`config.mk`:
```
export PLATFORM = sky130hd
export DESIGN_NAME = control_fsm
export DESIGN_NICKNAME = d
export VERILOG_FILES = /design/src/rtl/ctrl_pkg.sv /design/src/rtl/ctrl_outdec.sv /design/src/rtl/control_fsm.sv
export SDC_FILE = /design/constraint.sdc
export NUM_CORES = 1
export LEC_CHECK = 0
export CORE_MARGIN = 10
export CORE_UTILIZATION = 45
export CTS_CLUSTER_DIAMETER = 200
export DETAILED_ROUTE_END_ITERATION = 7
export HOLD_SLACK_MARGIN = 0.08
export PLACE_DENSITY = 0.9
export SYNTH_ARGS = -nofsm -noshare
export SYNTH_HDL_FRONTEND = slang
export SYNTH_SLANG_ARGS = --single-unit
```
`constraint.sdc`:
```
create_clock -name clk -period 2.34 [get_ports clk]
set_input_delay 0.234 -clock clk [delete_from_list [all_inputs] [get_ports clk]]
set_output_delay 0.234 -clock clk [all_outputs]
set_load 0.01 [all_outputs]
```
`src/rtl/ctrl_pkg.sv`:
```
// ============================================================================
// Module  : ctrl_pkg
// Brief   : State, opcode, alu_op and pc_src encodings for control_fsm.
// Rev     : 1.0  initial release
// ============================================================================
`default_nettype none

package ctrl_pkg;

  typedef enum logic [3:0] {
    FETCH     = 4'd0,
    DECODE    = 4'd1,
    EXEC_ADDR = 4'd2,
    MEM       = 4'd3,
    WB_MEM    = 4'd4,
    EXEC_R    = 4'd5,
    WB_R      = 4'd6,
    BRANCH    = 4'd7,
    JUMP      = 4'd8,
    HALT      = 4'd9
  } state_e;

  localparam logic [3:0] OP_LD    = 4'b0000;
  localparam logic [3:0] OP_ST    = 4'b0001;
  localparam logic [3:0] OP_ADD   = 4'b0010;
  localparam logic [3:0] OP_SUB   = 4'b0011;
  localparam logic [3:0] OP_NOT   = 4'b0100;
  localparam logic [3:0] OP_SHL   = 4'b0101;
  localparam logic [3:0] OP_SHR   = 4'b0110;
  localparam logic [3:0] OP_AND   = 4'b0111;
  localparam logic [3:0] OP_OR    = 4'b1000;
  localparam logic [3:0] OP_SLT   = 4'b1001;
  localparam logic [3:0] OP_ILL_A = 4'b1010;
  localparam logic [3:0] OP_BEQ   = 4'b1011;
  localparam logic [3:0] OP_BNE   = 4'b1100;
  localparam logic [3:0] OP_JMP   = 4'b1101;
  localparam logic [3:0] OP_ILL_E = 4'b1110;
  localparam logic [3:0] OP_HALT  = 4'b1111;

  localparam logic [1:0] ALUOP_RTYPE = 2'b00;
  localparam logic [1:0] ALUOP_SUB   = 2'b01;
  localparam logic [1:0] ALUOP_ADD   = 2'b10;

  localparam logic [1:0] PCSRC_SEQ    = 2'b00;
  localparam logic [1:0] PCSRC_BRANCH = 2'b01;
  localparam logic [1:0] PCSRC_JUMP   = 2'b10;

  function automatic logic op_is_alu(input logic [3:0] op);
    return (op >= OP_ADD) && (op <= OP_SLT);
  endfunction

  function automatic logic op_is_illegal(input logic [3:0] op);
    return (op == OP_ILL_A) || (op == OP_ILL_E);
  endfunction

endpackage

`default_nettype wire

```
`src/rtl/ctrl_outdec.sv`:
```
// ============================================================================
// Module  : ctrl_outdec
// Brief   : Combinational strobe decode from state, latched opcode and zero.
// Rev     : 1.0  initial release
// ============================================================================
`default_nettype none

module ctrl_outdec
  import ctrl_pkg::*;
(
  input  state_e     state_i,
  input  logic [3:0] op_q_i,
  input  logic [3:0] opcode_i,
  input  logic       zero_i,
  input  logic       mem_ready_i,
  output logic [1:0] alu_op_o,
  output logic       pc_write_o,
  output logic [1:0] pc_src_o,
  output logic       ir_write_o,
  output logic       mem_read_o,
  output logic       mem_write_o,
  output logic       alu_src_o,
  output logic       reg_write_o,
  output logic       reg_dst_o,
  output logic       mem_to_reg_o,
  output logic       instr_done_o,
  output logic       illegal_o,
  output logic       halted_o
);

  always_comb begin
    alu_op_o     = ALUOP_RTYPE;
    pc_write_o   = 1'b0;
    pc_src_o     = PCSRC_SEQ;
    ir_write_o   = 1'b0;
    mem_read_o   = 1'b0;
    mem_write_o  = 1'b0;
    alu_src_o    = 1'b0;
    reg_write_o  = 1'b0;
    reg_dst_o    = 1'b0;
    mem_to_reg_o = 1'b0;
    instr_done_o = 1'b0;
    illegal_o    = 1'b0;
    halted_o     = 1'b0;

    case (state_i)
      FETCH: begin
        // PC/IR load only on the ready cycle so a stalled fetch advances PC once
        mem_read_o = 1'b1;
        ir_write_o = mem_ready_i;
        pc_write_o = mem_ready_i;
        pc_src_o   = PCSRC_SEQ;
        alu_op_o   = ALUOP_ADD;
      end
      DECODE: begin
        // op_q is not loaded yet, so the illegal check looks at the live opcode
        if (op_is_illegal(opcode_i)) begin
          illegal_o    = 1'b1;
          instr_done_o = 1'b1;
        end
      end
      EXEC_ADDR: begin
        alu_op_o  = ALUOP_ADD;
        alu_src_o = 1'b1;
      end
      MEM: begin
        if (op_q_i == OP_LD) begin
          mem_read_o = 1'b1;
          alu_src_o  = 1'b1;
        end else begin
          mem_write_o  = 1'b1;
          instr_done_o = mem_ready_i;
        end
      end
      WB_MEM: begin
        reg_write_o  = 1'b1;
        mem_to_reg_o = 1'b1;
        instr_done_o = 1'b1;
      end
      EXEC_R: begin
        alu_op_o  = ALUOP_RTYPE;
        alu_src_o = 1'b0;
      end
      WB_R: begin
        reg_write_o  = 1'b1;
        reg_dst_o    = 1'b1;
        alu_op_o     = ALUOP_RTYPE;
        instr_done_o = 1'b1;
      end
      BRANCH: begin
        alu_op_o     = ALUOP_SUB;
        pc_src_o     = PCSRC_BRANCH;
        pc_write_o   = (op_q_i == OP_BNE) ? ~zero_i : zero_i;
        instr_done_o = 1'b1;
      end
      JUMP: begin
        pc_write_o   = 1'b1;
        pc_src_o     = PCSRC_JUMP;
        instr_done_o = 1'b1;
      end
      HALT: begin
        halted_o = 1'b1;
      end
      default: ;
    endcase
  end

endmodule

`default_nettype wire

```
`src/rtl/control_fsm.sv`:
```
// ============================================================================
// Module  : control_fsm
// Brief   : Multi-cycle main control unit; state register, op_q, next state.
//           Define CTRL_MEM_WAIT_EN to add the mem_ready wait-state handshake.
// Rev     : 1.0  initial release
// ============================================================================
`default_nettype none

module control_fsm
  import ctrl_pkg::*;
(
  input  logic       clk,
  input  logic       rst_n,
  input  logic [3:0] opcode,
  input  logic       zero,
`ifdef CTRL_MEM_WAIT_EN
  input  logic       mem_ready,
`endif
  output logic [1:0] alu_op,
  output logic       pc_write,
  output logic [1:0] pc_src,
  output logic       ir_write,
  output logic       mem_read,
  output logic       mem_write,
  output logic       alu_src,
  output logic       reg_write,
  output logic       reg_dst,
  output logic       mem_to_reg,
  output logic       instr_done,
  output logic       illegal,
  output logic       halted
);

  state_e     state_q, state_d;
  logic [3:0] op_q, op_d;
  logic       mem_rdy;

`ifdef CTRL_MEM_WAIT_EN
  assign mem_rdy = mem_ready;
`else
  assign mem_rdy = 1'b1;
`endif

  always_comb begin
    state_d = state_q;
    op_d    = op_q;
    case (state_q)
      FETCH:     if (mem_rdy) state_d = DECODE;
      DECODE: begin
        op_d = opcode;
        if ((opcode == OP_LD) || (opcode == OP_ST))        state_d = EXEC_ADDR;
        else if (op_is_alu(opcode))                        state_d = EXEC_R;
        else if ((opcode == OP_BEQ) || (opcode == OP_BNE)) state_d = BRANCH;
        else if (opcode == OP_JMP)                         state_d = JUMP;
        else if (opcode == OP_HALT)                        state_d = HALT;
        else                                               state_d = FETCH;
      end
      EXEC_ADDR: state_d = MEM;
      MEM:       if (mem_rdy) state_d = (op_q == OP_LD) ? WB_MEM : FETCH;
      WB_MEM:    state_d = FETCH;
      EXEC_R:    state_d = WB_R;
      WB_R:      state_d = FETCH;
      BRANCH:    state_d = FETCH;
      JUMP:      state_d = FETCH;
      HALT:      state_d = HALT;
      default:   state_d = FETCH;
    endcase
  end

  always_ff @(posedge clk or negedge rst_n) begin
    if (!rst_n) begin
      state_q <= FETCH;
      op_q    <= 4'd0;
    end else begin
      state_q <= state_d;
      op_q    <= op_d;
    end
  end

  ctrl_outdec u_outdec (
    .state_i      (state_q),
    .op_q_i       (op_q),
    .opcode_i     (opcode),
    .zero_i       (zero),
    .mem_ready_i  (mem_rdy),
    .alu_op_o     (alu_op),
    .pc_write_o   (pc_write),
    .pc_src_o     (pc_src),
    .ir_write_o   (ir_write),
    .mem_read_o   (mem_read),
    .mem_write_o  (mem_write),
    .alu_src_o    (alu_src),
    .reg_write_o  (reg_write),
    .reg_dst_o    (reg_dst),
    .mem_to_reg_o (mem_to_reg),
    .instr_done_o (instr_done),
    .illegal_o    (illegal),
    .halted_o     (halted)
  );

endmodule

`default_nettype wire
```
== After elaboration in Yosys (flattened, before gate mapping) ==
Index checks and enable logic that the tools add are counted.

* $lt $le $gt $ge: 2
* Equal/unequal tests: 17
* Multiplexer cells: 24
* Bitwise logic cells: 1
* Reduce and logical (&&, ||, !) cells: 11

{| class="wikitable"
|+ Operators by type and width
! kind !! count
|-
| equality test 4 bit (second input constant) || 9
|-
| case mux 4 bit (6 select lines) || 1
|-
| two-way mux 4 bit || 5
|-
| equality test 4 x 3 -> 1 bit (second input constant) || 4
|-
| zero test 4 bit || 3
|-
| two-way mux 1 bit || 11
|-
| equality test 4 x 1 -> 1 bit (second input constant) || 2
|-
| equality test 4 x 2 -> 1 bit (second input constant) || 2
|-
| case mux 2 bit (2 select lines) || 2
|-
| case mux 1 bit (2 select lines) || 3
|-
| OR reduction 2 bit || 3
|-
| greater-or-equal comparator 4 x 2 -> 1 bit (second input constant) || 1
|-
| <= comparator 4 bit (second input constant) || 1
|-
| OR reduction 4 bit || 1
|-
| logical OR 1 bit || 3
|-
| two-way mux 3 bit || 1
|-
| case mux 1 bit (3 select lines) || 1
|-
| logical AND 1 bit || 1
|-
| inverter 1 bit || 1
|}

* Flip-flop bits (word level): 8
* Input bits: 7

== Longest topological paths before layout ==
* Depth in word-level cells: 7
* Gate-level depth with buffers: 5

== By module ==
A second synthesis with hierarchy kept.

* Cell total of the unflattened synthesis: 76
* Area, all modules: 679.4 um^2

{| class="wikitable"
|+ By module, submodules not included
! module !! times used !! cells each !! area each (um^2) !! sequential area each (um^2)
|-
| control_fsm || 1 || 41 || 436.7 || 200.2
|-
| ctrl_outdec || 1 || 35 || 242.7 || 0.0
|}

== Worst setup path before layout ==
Ideal clock, no wire load.

* Kind: flip-flop to output port
* From: reg state_q[0]
* To: out instr_done
* Arrival: 1278 ps
* Data required time: 2106 ps
* Slack: 828 ps
* Stages on the path, launching flop included: 5
* Buffers on the path: 1
* Path through: dfrtp_1 > buf_6 > nor4b_1 > a31oi_1 > o21ai_1

* Word-level cells in the longest chain between the ends: 3
* Elaborated cells on any way between the ends: 8
* Those cells by class: eq/ne (6); mux (1); reduce/logical (1)

{| class="wikitable"
|+ RTL lines
! item !! RTL line !! RTL
|-
| from (decl) || control_fsm.sv:34 || <nowiki>state_e state_q, state_d;</nowiki>
|-
| from (signal assigned) || control_fsm.sv:75 || <nowiki>state_q <= state_d;</nowiki>
|-
| equality test 4 x 3 -> 1 bit or equality test 4 bit (tied branches) || ctrl_outdec.sv:46 || <nowiki>case (state_i)</nowiki>
|-
| OR reduction 4 bit (no line) || n/a ||
|-
| case mux 1 bit (3 select lines) (*) || ctrl_outdec.sv:46 ||
|-
| to (decl) || control_fsm.sv:29 || <nowiki>output logic instr_done,</nowiki>
|}

Mark *: on every way between the ends. The rest lies on a longest branch, timed or not.

== Worst setup path after layout ==
* From: reg op_q[0]
* To: out instr_done

* Word-level cells in the longest chain between the ends: 3

{| class="wikitable"
|+ RTL lines
! item !! RTL line !! RTL
|-
| from (decl) || control_fsm.sv:35 || <nowiki>logic [3:0] op_q, op_d;</nowiki>
|-
| from (signal assigned) || control_fsm.sv:76 || <nowiki>op_q <= op_d;</nowiki>
|-
| zero test 4 bit || ctrl_outdec.sv:67 || <nowiki>if (op_q_i == OP_LD) begin</nowiki>
|-
| two-way mux 1 bit || ctrl_outdec.sv:67 ||
|-
| case mux 1 bit (3 select lines) || ctrl_outdec.sv:46 ||
|}

No other way between the ends.

==> impl_results.md <==
* Mux share of post-synthesis cell area at 8.687%
* Fmax achieved at 0.4567 GHz
* Post-synth top area share at 30.89%
* Post-CTS Hold Buffers at 0
* Largest net degree at the start of global routing at 16
* Worst r2r path cells at 3
* Resized Gates After CTS at 0
* Sequential share of power at 29.9%
* Period utilisation layout at 93.58%
* Maximum fanout along the worst path at 4
* GPL Wtd Cong at 0.8311
* Clock Latency Late Sink at 0.26 ns
* Cts bufs inserted at 3
* Max-cap viol count at 0
* HP Class: in -> async
* CTS tree: built
* # DRC at 0
* Synth cell count leaders: dfrtp_1, nor3_1, mux2_1
* Non-Filler Instances at 104
* Final TNS setup at 0 ns
* Xor/xnor share of the synthesized area at 1.351%
* Post-synth net total at 75
* Via count at 605
* Area after DPL at 859.6 sq um
* Wire length of the first global-routing pass at 3049 microns
* Highest metal layer with signal wires: met4
* Static Leakage at 0.3550 nW
* # setup viols final at 0
* Die extent in x at 57.95 microns
* Via density at 5.817
* Cells after Synth at 68
* VDD IR max at 483.5 uV
* Core Region at 1334 sq um
* Crit end category: primary output
* H-tree depth at 1
* Worst Tran Pin Value at 0.3668 ns
* Pins Over Slew Limit at 0
* Root buffer cell: clkbuf_4
* Die Area at 3358 sq um
* Final Hold Viols at 0
* CTS max path bufs at 2
* Number of synthesized register bits at 8
* Worst Skew at 0.006830 ns
* Setup bufs post-CTS at 0
* Met3 wire len at 139 microns
* Startpoint Class: flip-flop
* Ys flop type: dfrtp_1
* Vias in the first global route at 634
* Yosys top cell by area: dfrtp_1
* Initial Util at 48.59%
* Drt pass-1 iters at 4
* Switching part of the total power at 42.22%
* Design Area, Final at 899.6 sq um
* PD cells at 1133 nW/um^2
* Sink Count at 8
* WL met2 at 852 microns
* Number of synthesis warnings at 0
* Final antenna-violating net count at 0
* Layout cells sized above 1 at 19.10%
* Netlist cell types at 38
* Register area share after synthesis at 30.89%
* Post-Synth Adder-Cell Area at 0%
* # diodes at 0
* Port Buffer Count at 21
* M1 WL at 686 microns
* Synthesized area per cell at 9.531 sq um
* Combinational cell fraction of total power at 59.7%
* Total gr overflow at 0
* Final min period at 2.190 ns
* Initial antenna violation count at 0
* Routed len/inst at 16.40 microns
* R2R Setup Slk at 0.80 ns
* Internal Dissipation at 0.5891 mW
* CTS clock-pin slew for the worst setup and hold paths at 0.06 ns
* CP Data Arrival Time at 1.96 ns
* Placed cells at 101
* Synth top area cells: dfrtp_1, mux2_1, nor3_1
* Post-DP HPWL at 1335 microns
* I/O pin count at 22
* Combinational family with the most area after synthesis: simple AND/OR/NAND/NOR gates
* P&R area growth vs syn at 38.80%
* RSZ-0062 raised after global routing: no
* Tot GR Track Use at 11.03%
* Clock network fraction of design power at 10.4%
* Outcome: complete, no violations
* Worst endpoint required time at 2.11 ns
* RR Startpoint: state_q[3]
* Setup CP Type: reg -> out
* Placement Rows at 13
* EDFF count, synth at 0
* Total Power at 1.020 mW
* Die height at 57.95 microns
* R2R Path End: op_q[0]
* Area of the mapped netlist at 648.1 sq um
* Initial DRC Count at 17
* Post-synth ARST share at 100.0%
* Switching power at 0.4305 mW
* Simple-Gate Fraction of Synth Area at 40.35%
* Final Core Density at 67.45%
* Count leader, synth: dfrtp_1
* Detailed Route WL at 1706 microns
* Layout Nets at 98
* Synth Area in Compound Gates at 11.97%
* Slew headroom at 74.91%
## routing by layer
metal,up-vias,GRT usage (%)
li1,301,-
met1,279,12.81
met2,23,16.87
met3,2,3.268
met4,0,7.718
met5,-,0
## placed cells by master, fill, tap and decap left out, types with 2 or more instances in the layout
cell type / synthesis / routed
nand2b_1: 4 / 3
dlymetal6s2s_1: 0 / 2
or2_1: 2 / 2
nor3_1: 6 / 6
mux2_1: 5 / 5
or3_1: 2 / 2
clkdlybuf4s50_1: 0 / 19
clkbuf_4: 0 / 3
buf_4: 2 / 3
nor2_1: 4 / 4
a31oi_1: 3 / 3
dfrtp_1: 8 / 7
nor3b_1: 2 / 2
o21ai_1: 2 / 2
## cell type report
class	count	area, sq um
fillers	105	434.2
multi-input cells	53	415.4
repair buffers	24	237.7
flip-flops and latches	8	201.4
clock buffers	3	22.52
well taps	15	18.77
inverters	1	3.754
## state kept, by name, summed over array words and instances (netlist names)
signal and count:
op_q 4, state_q 4
## per-stage QoR
stage	hold slack, ns	setup slack [ns]
after global routing	0.2828	0.02656
after CTS	0.2660	0.006378
after floorplan	-0.06159	0.8277
after global placement	0.4871	0.2945
after detailed placement	0.4944	0.2269
final	0.2561	0.1503
## cells by family after synthesis
group / after synthesis
mux: 5
compound gates: 11
simple gates: 36
buf+inv: 7
flops: 8
xor+xnor: 1
## critical path: stages, from the launching register on
cell	delay (ns)
dfrtp_1	0.41
or4_4	0.57
a2bb2oi_1	0.15
o21ai_1	0.07
clkdlybuf4s50_1	0.48
## power groups by stage
stage / sequential (mW) / clock (mW) / combinational (mW)
floorplan: 0.237 / 0 / 0.437
global placement: 0.297 / 0 / 0.585
detailed placement: 0.300 / 0 / 0.607
CTS: 0.299 / 0.108 / 0.610
global route: 0.319 / 0.118 / 0.670
finish: 0.305 / 0.106 / 0.609
## how the worst max path moves through the flow
stage	startpoint	to	slack, ns	cells after the start
global placement	opcode[3]	instr_done	0.29	5
detailed placement	opcode[3]	instr_done	0.23	5
floorplan	state_q[0]	instr_done	0.83	4
finish	op_q[0]	instr_done	0.15	4
CTS	op_q[0]	alu_src	0.006	4
global route	state_q[3]	instr_done	0.03	4
No activity file was read; power rests on OpenSTA's default activity.
